`config.mk`:
```
export PLATFORM = sky130hd
export DESIGN_NAME = quad_encoder_multi
export DESIGN_NICKNAME = d
export VERILOG_FILES = /design/src/rtl/quad_encoder_pkg.sv /design/src/rtl/quad_encoder_channel.sv /design/src/rtl/quad_encoder_multi.sv
export SDC_FILE = /design/constraint.sdc
export NUM_CORES = 1
export LEC_CHECK = 0
export ABC_AREA = 1
export CAP_MARGIN = 10
export CORE_UTILIZATION = 40
export CTS_BUF_LIST = sky130_fd_sc_hd__clkbuf_8
export DETAILED_ROUTE_END_ITERATION = 8
export SLEW_MARGIN = 20
export SYNTH_ARGS = -nofsm -noshare
export SYNTH_HDL_FRONTEND = slang
export SYNTH_SLANG_ARGS = --single-unit
```
`constraint.sdc`:
```
create_clock -name iCLK -period 13.7 [get_ports iCLK]
set_input_delay 2.74 -clock iCLK [delete_from_list [all_inputs] [get_ports iCLK]]
set_output_delay 2.74 -clock iCLK [all_outputs]
set_load 0.01 [all_outputs]
```
`src/rtl/quad_encoder_pkg.sv`:
```
// Register map, count-mode encoding and CTRL/STATUS bit positions shared by quad_encoder_multi.
package quad_encoder_pkg;

  localparam logic [1:0] REG_COUNT  = 2'd0;
  localparam logic [1:0] REG_CTRL   = 2'd1;
  localparam logic [1:0] REG_STATUS = 2'd2;
  localparam logic [1:0] REG_LATCH  = 2'd3;

  typedef enum logic [1:0] {
    MODE_X4     = 2'd0,
    MODE_X2     = 2'd1,
    MODE_X1     = 2'd2,
    MODE_X4_ALT = 2'd3
  } mode_e;

  localparam int CTRL_EN   = 0;
  localparam int CTRL_MODE = 1;
  localparam int CTRL_INV  = 3;
  localparam int CTRL_FILT = 4;

  localparam int STAT_OVF = 0;
  localparam int STAT_UNF = 1;
  localparam int STAT_ERR = 2;
  localparam int STAT_IDX = 3;

  // Decides whether a valid Gray step is counted under the selected resolution.
  function automatic logic mode_counts(input mode_e mode, input logic a_chg, input logic a_now);
    case (mode)
      MODE_X2: return a_chg;
      MODE_X1: return a_chg & a_now;
      default: return 1'b1;
    endcase
  endfunction

endpackage

```
`src/rtl/quad_encoder_channel.sv`:
```
// One encoder channel: 2-flop sync, glitch filter, Gray decode, counter, CTRL/STATUS/LATCH.
// Index capture/clear is built only when QUAD_ENCODER_INDEX_EN is defined.
module quad_encoder_channel
  import quad_encoder_pkg::*;
#(
  parameter int pPRECISION   = 32,
  parameter int pFILTER_BITS = 4
) (
  input  logic        clk,
  input  logic        rst,
  input  logic        enc_a,
  input  logic        enc_b,
  input  logic        enc_i,
  input  logic        ctrl_wr,
  input  logic        count_wr,
  input  logic        status_wr,
  input  logic [31:0] wdata,
  output logic [31:0] count_rd,
  output logic [31:0] ctrl_rd,
  output logic [31:0] status_rd,
  output logic [31:0] latch_rd
);

`ifdef QUAD_ENCODER_INDEX_EN
  localparam int NSIG = 3;
`else
  localparam int NSIG = 2;
`endif
  localparam logic [pPRECISION-1:0] ALL_ONES = '1;

  logic [NSIG-1:0]         pins;
  logic [NSIG-1:0]         sync1;
  logic [NSIG-1:0]         sync2;
  logic [NSIG-1:0]         filt;
  logic [NSIG-1:0]         prev;
  logic [pFILTER_BITS-1:0] fcnt [NSIG];

  logic                    en;
  logic                    inv;
  mode_e                   mode;
  logic [pFILTER_BITS-1:0] filt_len;
  logic [pPRECISION-1:0]   count;
  logic [3:0]              status;
  logic [3:0]              set_flags;

  logic a_chg, b_chg, gray_step, both_chg, step_up, step_cnt;
  logic idx_rise, idx_zero, wrap_up, wrap_dn;
  logic unused_ok;

`ifdef QUAD_ENCODER_INDEX_EN
  logic                  idx_clr;
  logic [pPRECISION-1:0] latch;
  assign pins      = {enc_i, enc_b, enc_a};
  assign idx_rise  = filt[2] & ~prev[2];
  assign idx_zero  = idx_rise & idx_clr & en;
  assign unused_ok = ^wdata;
`else
  assign pins      = {enc_b, enc_a};
  assign idx_rise  = 1'b0;
  assign idx_zero  = 1'b0;
  assign unused_ok = ^{wdata, enc_i};
`endif

  // Filter output follows the synced pin only after FILT+1 consecutive cycles of disagreement.
  always_ff @(posedge clk or posedge rst) begin
    if (rst) begin
      sync1 <= '0;
      sync2 <= '0;
      filt  <= '0;
      prev  <= '0;
      for (int k = 0; k < NSIG; k++) fcnt[k] <= '0;
    end else begin
      sync1 <= pins;
      sync2 <= sync1;
      prev  <= filt;
      for (int k = 0; k < NSIG; k++) begin
        if (sync2[k] == filt[k]) begin
          fcnt[k] <= '0;
        end else if (fcnt[k] == filt_len) begin
          filt[k] <= sync2[k];
          fcnt[k] <= '0;
        end else begin
          fcnt[k] <= fcnt[k] + pFILTER_BITS'(1);
        end
      end
    end
  end

  assign a_chg     = filt[0] ^ prev[0];
  assign b_chg     = filt[1] ^ prev[1];
  assign gray_step = a_chg ^ b_chg;
  assign both_chg  = a_chg & b_chg;
  assign step_up   = (filt[0] ^ prev[1]) ^ inv;
  assign step_cnt  = en & gray_step & mode_counts(mode, a_chg, filt[0]);
  assign wrap_up   = step_cnt & step_up & (count == ALL_ONES) & ~count_wr & ~idx_zero;
  assign wrap_dn   = step_cnt & ~step_up & (count == '0) & ~count_wr & ~idx_zero;

  always_comb begin
    set_flags           = '0;
    set_flags[STAT_OVF] = wrap_up;
    set_flags[STAT_UNF] = wrap_dn;
    set_flags[STAT_ERR] = en & both_chg;
    set_flags[STAT_IDX] = idx_rise;
  end

  always_ff @(posedge clk or posedge rst) begin
    if (rst) begin
      en       <= 1'b1;
      mode     <= MODE_X4;
      inv      <= 1'b0;
      filt_len <= '0;
    end else if (ctrl_wr) begin
      en       <= wdata[CTRL_EN];
      mode     <= mode_e'(wdata[CTRL_MODE +: 2]);
      inv      <= wdata[CTRL_INV];
      filt_len <= wdata[CTRL_FILT +: pFILTER_BITS];
    end
  end

  // Priority: bus preset, then index clear, then the decoded step.
  always_ff @(posedge clk or posedge rst) begin
    if (rst) begin
      count <= '0;
    end else if (count_wr) begin
      count <= wdata[pPRECISION-1:0];
    end else if (idx_zero) begin
      count <= '0;
    end else if (step_cnt) begin
      count <= step_up ? count + pPRECISION'(1) : count - pPRECISION'(1);
    end
  end

  always_ff @(posedge clk or posedge rst) begin
    if (rst) begin
      status <= '0;
    end else begin
      status <= (status_wr ? (status & ~wdata[3:0]) : status) | set_flags;
    end
  end

`ifdef QUAD_ENCODER_INDEX_EN
  always_ff @(posedge clk or posedge rst) begin
    if (rst) begin
      idx_clr <= 1'b0;
      latch   <= '0;
    end else begin
      if (ctrl_wr) idx_clr <= wdata[CTRL_FILT + pFILTER_BITS];
      if (idx_rise) latch <= count;
    end
  end
  assign latch_rd = 32'(latch);
`else
  assign latch_rd = '0;
`endif

  always_comb begin
    ctrl_rd                               = '0;
    ctrl_rd[CTRL_EN]                      = en;
    ctrl_rd[CTRL_MODE +: 2]               = mode;
    ctrl_rd[CTRL_INV]                     = inv;
    ctrl_rd[CTRL_FILT +: pFILTER_BITS]    = filt_len;
`ifdef QUAD_ENCODER_INDEX_EN
    ctrl_rd[CTRL_FILT + pFILTER_BITS]     = idx_clr;
`endif
  end

  assign count_rd  = 32'(count);
  assign status_rd = {28'd0, status};

endmodule

```
`src/rtl/quad_encoder_multi.sv`:
```
// Multi-channel quadrature decoder behind an Avalon-MM slave; address = {channel, reg[1:0]}.
// Read data is registered one cycle after iAVL_READ; index support via QUAD_ENCODER_INDEX_EN.
module quad_encoder_multi
  import quad_encoder_pkg::*;
#(
  parameter int pENCODERS          = 4,
  parameter int pENCODER_PRECISION = 32,
  parameter int pFILTER_BITS       = 4
) (
  input  logic                             iCLK,
  input  logic                             iRESET,
  input  logic [$clog2(pENCODERS)+1:0]     iAVL_ADDRESS,
  input  logic                             iAVL_READ,
  input  logic                             iAVL_WRITE,
  input  logic [31:0]                      iAVL_WRITE_DATA,
  output logic [31:0]                      oAVL_READ_DATA,
  input  logic [pENCODERS-1:0]             iENCODER_A,
  input  logic [pENCODERS-1:0]             iENCODER_B,
  input  logic [pENCODERS-1:0]             iENCODER_I
);

  localparam int CHW = (pENCODERS > 1) ? $clog2(pENCODERS) : 1;

  logic [CHW-1:0] ch;
  logic [1:0]     reg_sel;
  logic [31:0]    rd_mux;
  logic [31:0]    count_rd  [pENCODERS];
  logic [31:0]    ctrl_rd   [pENCODERS];
  logic [31:0]    status_rd [pENCODERS];
  logic [31:0]    latch_rd  [pENCODERS];

  assign reg_sel = iAVL_ADDRESS[1:0];
  // Channel numbers without a matching instance select nothing: reads give 0, writes drop.
  assign ch      = CHW'(iAVL_ADDRESS >> 2);

  for (genvar g = 0; g < pENCODERS; g++) begin : g_ch
    logic sel;
    assign sel = (ch == CHW'(g));

    quad_encoder_channel #(
      .pPRECISION   (pENCODER_PRECISION),
      .pFILTER_BITS (pFILTER_BITS)
    ) u_channel (
      .clk       (iCLK),
      .rst       (iRESET),
      .enc_a     (iENCODER_A[g]),
      .enc_b     (iENCODER_B[g]),
      .enc_i     (iENCODER_I[g]),
      .ctrl_wr   (iAVL_WRITE && sel && (reg_sel == REG_CTRL)),
      .count_wr  (iAVL_WRITE && sel && (reg_sel == REG_COUNT)),
      .status_wr (iAVL_WRITE && sel && (reg_sel == REG_STATUS)),
      .wdata     (iAVL_WRITE_DATA),
      .count_rd  (count_rd[g]),
      .ctrl_rd   (ctrl_rd[g]),
      .status_rd (status_rd[g]),
      .latch_rd  (latch_rd[g])
    );
  end

  always_comb begin
    rd_mux = '0;
    for (int c = 0; c < pENCODERS; c++) begin
      if (ch == CHW'(c)) begin
        case (reg_sel)
          REG_COUNT:  rd_mux = count_rd[c];
          REG_CTRL:   rd_mux = ctrl_rd[c];
          REG_STATUS: rd_mux = status_rd[c];
          default:    rd_mux = latch_rd[c];
        endcase
      end
    end
  end

  // Sampling the mux before the edge makes a simultaneous read return the pre-write value.
  always_ff @(posedge iCLK or posedge iRESET) begin
    if (iRESET) begin
      oAVL_READ_DATA <= '0;
    end else if (iAVL_READ) begin
      oAVL_READ_DATA <= rd_mux;
    end
  end

endmodule

```
==> flow_summary_export.csv <==
group,metric,value,unit
run_status,run_status,"complete, no violations",
clock_network,htree_levels,2,
logic_synthesis,synth-simple-area-share,34.2,%
setup_path,crit_type,"input pin to flip-flop",
logic_synthesis,async_flop_share,100,%
logic_synthesis,synthTopCellsByCount,"nand2_1 (966), inv_1 (451), dfrtp_1 (268)",
worst_hold_path,holdPathEnd,"g_ch[2].u_channel.sync2[0]$_DFF_PP0_",
sta,period_needed,5.94,ns
logic_synthesis,synth_warnings,0,
setup_path,r2r_cells,21,
worst_hold_path,hold_class,"flip-flop to flip-flop",
setup_path,r2r-start,"g_ch[3].u_channel.filt[0]$_DFFE_PP0P_",
clock_network,cts_root_buf,"clkbuf_8",
final_layout,area_delta_synth_final,11.7,%
final_layout,stdcell_area,23900,um2
logic_synthesis,synth-main-ff-cell,"dfrtp_1",
route,drt_iter0_markers,2300,
logic_synthesis,synth_top_family_by_area,"simple AND/OR/NAND/NOR gates",
setup_path,worstSetupStartpointType,"input pin",
clock_network,cts_resized,0,
die,die_width,233,um
worst_hold_path,min-delay-start,"g_ch[2].u_channel.sync1[0]$_DFF_PP0_",
place,dpl-instance-area,22600,um2
logic_synthesis,synth_compound_area_share,16.2,%
clock_network,path_clk_slew,0.06,ns
logic_synthesis,yosysUniqueCellTypes,56,
clock_network,cts-hold-fix-buffers,0,
die,ios,84,
logic_synthesis,syn_nets,3296,
pwr,total_power,7.35,mW
grt,gr-total-overflow,0,
grt,grt_max_degree,105,
sta,rsz0062_at_grt,"no",
logic_synthesis,avgSynthCellArea,6.65,um2
clock_network,clock-sinks,272,
route,via_per_inst,5.67,
grt,grt_antenna_before_repair,1,
grt,grt_pass1_wl,131000,um
place,portBuffers,79,
logic_synthesis,muxShareOfSynthArea,0.211,%
die,dieArea,54400,um2
grt,track_usage,31.9,%
sta,worstMarginPinSlew,1.02,ns
setup_path,arrival,6.44,ns
clock_network,numCtsBuffers,53,
setup_path,crit_fanout,28,
final_layout,final_util,45.4,%
run,cap_viol_max_count,0,
route,wl_per_cell,21.8,um
final_layout,fill_cells,5443,
die,die_h,233,um
grt,grt_pass1_vias,21260,
logic_synthesis,synth_seq_cells,272,
setup_path,r2r_end,"g_ch[3].u_channel.count_rd[28]$_DFFE_PP0P_",
clock_network,clock_latency,0.68,ns
logic_synthesis,synth_seq_area_share,31.9,%
sta,max_freq,168,MHz
route,postRouteWirelength,87200,um
sta,fin_crit_sh,43.3,%
worst_hold_path,whs_path_depth,0,
setup_path,critPathCaptureType,"flip-flop",
sta,fin_setup_tns,0,ns
logic_synthesis,syn_inst,3216,
die,core-area,52700,um2
sta,skew,0.0270,ns
die,initial_core_util,40.6,%
route,vias,22711,
pwr,power_density,308,nW/um2
die,fp-row-count,84,
sta,slew_violations,0,
place,gp_congestion,0.983,
final_layout,fin_nets,3352,
setup_path,cp_data_required_time,14.21,ns
logic_synthesis,synth_top_area_cell,"dfrtp_1",
clock_network,clockBufferDepth,3,
clock_network,postCtsSetupRepairBufs,0,
logic_synthesis,syn_area,21400,um2
sta,slew_headroom,31.9,%
clock_network,tritoncts,"yes",
logic_synthesis,synth.area.top_cells,"dfrtp_1 (31%), nand2_1 (17%), inv_1 (7.9%)",
logic_synthesis,synth_xor_area_share,4.80,%
sta,hold_violations,0,
route,drt_pass1_iterations,7,
logic_synthesis,synth_edf_count,0,
route,ant_nets,0,
logic_synthesis,synth_top_area_share,31.4,%
place,dp_hpwl,65300,um
final_layout,drive_gt1_share,8.08,%
route,drc,0,
logic_synthesis,synth.most_common_cell,"nand2_1",
pwr,vdd_drop_max,0.118,mV
setup_path,r2r_slack,10.47,ns
logic_synthesis,synth-adder-area-share,1.64,%
pwr,power_leakage,11.7,nW
sta,setup_viol,0,
==> routing by layer <==
layer	track usage [%]	part of all wire [%]	routed length, um	up-vias
met1	42.9	42	36500	10777
met4	15.1	4.8	4200	0
met2	49.5	44	38600	1043
li1	-	-	-	10707
met3	5.73	9.1	7910	184
met5	0	0	0	-
==> where the power goes <==
group          internal [mW]  total [mW]  leakage, nW  switching [mW]
Combinational           1.49        4.81         7.64            3.32
Clock                  0.577       0.995        0.700           0.418
Sequential              1.10        1.54         3.35           0.442
Total                   3.17        7.35         11.7            4.18
==> placed cells by master, fill, tap and decap left out, types with 14 or more instances in the layout <==
master,netlist,layout
nand4_1,54,54
ha_1,28,28
buf_4,7,17
nor3_1,20,20
nor2_2,37,39
inv_1,451,463
nand2_1,966,966
clkbuf_8,0,64
nor4_1,37,37
dfrtp_1,268,268
nand2_2,47,47
o21bai_1,28,28
o21ai_0,91,91
xnor2_1,47,47
nor2_1,267,264
o21ai_1,19,19
nand2_4,14,14
o41ai_1,53,53
nand3_1,197,197
clkdlybuf4s50_1,0,79
a41oi_1,19,19
o221ai_1,45,45
xor2_1,67,67
o22ai_1,105,105
a21oi_1,123,123
inv_2,30,30
==> logic make-up after synthesis <==
group / count (synthesis)
flip-flops: 272
multiplexers: 4
AND/OR/NAND/NOR: 1682
XOR/XNOR: 115
buffers and inverters: 582
adder cells (fa/ha/maj): 28
AO/OA/AOI/OAI: 533
==> through the flow <==
step                cells  setup slack, ns  hold slack (ns)
floorplan            3216             3.47            0.331
global route         4004             7.59            0.358
finish               4005             7.76            0.346
global placement     3905             7.20            0.333
CTS                  4004             7.89            0.349
detailed placement   3905             7.19            0.335
==> how the worst max path moves through the flow <==
stage,startpoint,end,slack (ns),depth (start not counted)
after floorplan,iRESET,g_ch[0].u_channel.count_rd[0]$_DFFE_PP0P_,3.47,1
after global placement,iAVL_ADDRESS[3],g_ch[2].u_channel.count_rd[5]$_DFFE_PP0P_,7.20,10
after detailed placement,iAVL_ADDRESS[3],g_ch[2].u_channel.count_rd[2]$_DFFE_PP0P_,7.19,10
after CTS,iAVL_ADDRESS[3],g_ch[2].u_channel.count_rd[5]$_DFFE_PP0P_,7.89,10
after global routing,iAVL_ADDRESS[3],g_ch[2].u_channel.count_rd[5]$_DFFE_PP0P_,7.59,10
final,iAVL_ADDRESS[3],g_ch[2].u_channel.count_rd[2]$_DFFE_PP0P_,7.76,10
==> layout make-up <==
cell class              count  area (um2)  share of cell area (%)
diodes                      1        2.50                  0.0105
clock buffers              64         881                    3.69
clock inverters            35         369                    1.54
inverters                 487        1840                    7.68
multi-input cells        2362       12200                    51.1
flip-flops and latches    272        6810                    28.5
well taps                 688         861                    3.60
repair buffers             96         918                    3.84
==> worst max-delay path: stages <==
cell             delay [ns]
clkdlybuf4s50_1        0.55
inv_1                  0.06
nor2_1                 0.31
nand2_1                0.20
nor2_1                 0.51
inv_2                  0.44
nand2_1                0.87
inv_1                  0.46
nand2_1                0.16
o221ai_1               0.12
==> sequential cells by signal (all words and copies together), names as in the netlist <==
name                     count
g_ch.u_channel.sync2         8
g_ch.u_channel.filt          8
g_ch.u_channel.en            4
g_ch.u_channel.count_rd    128
oAVL_READ_DATA              32
g_ch.u_channel.mode          8
g_ch.u_channel.sync1         8
g_ch.u_channel.fcnt         32
g_ch.u_channel.prev          8
g_ch.u_channel.status       16
g_ch.u_channel.filt_len     16
g_ch.u_channel.inv           4
Power figures use the tool's default switching activity.
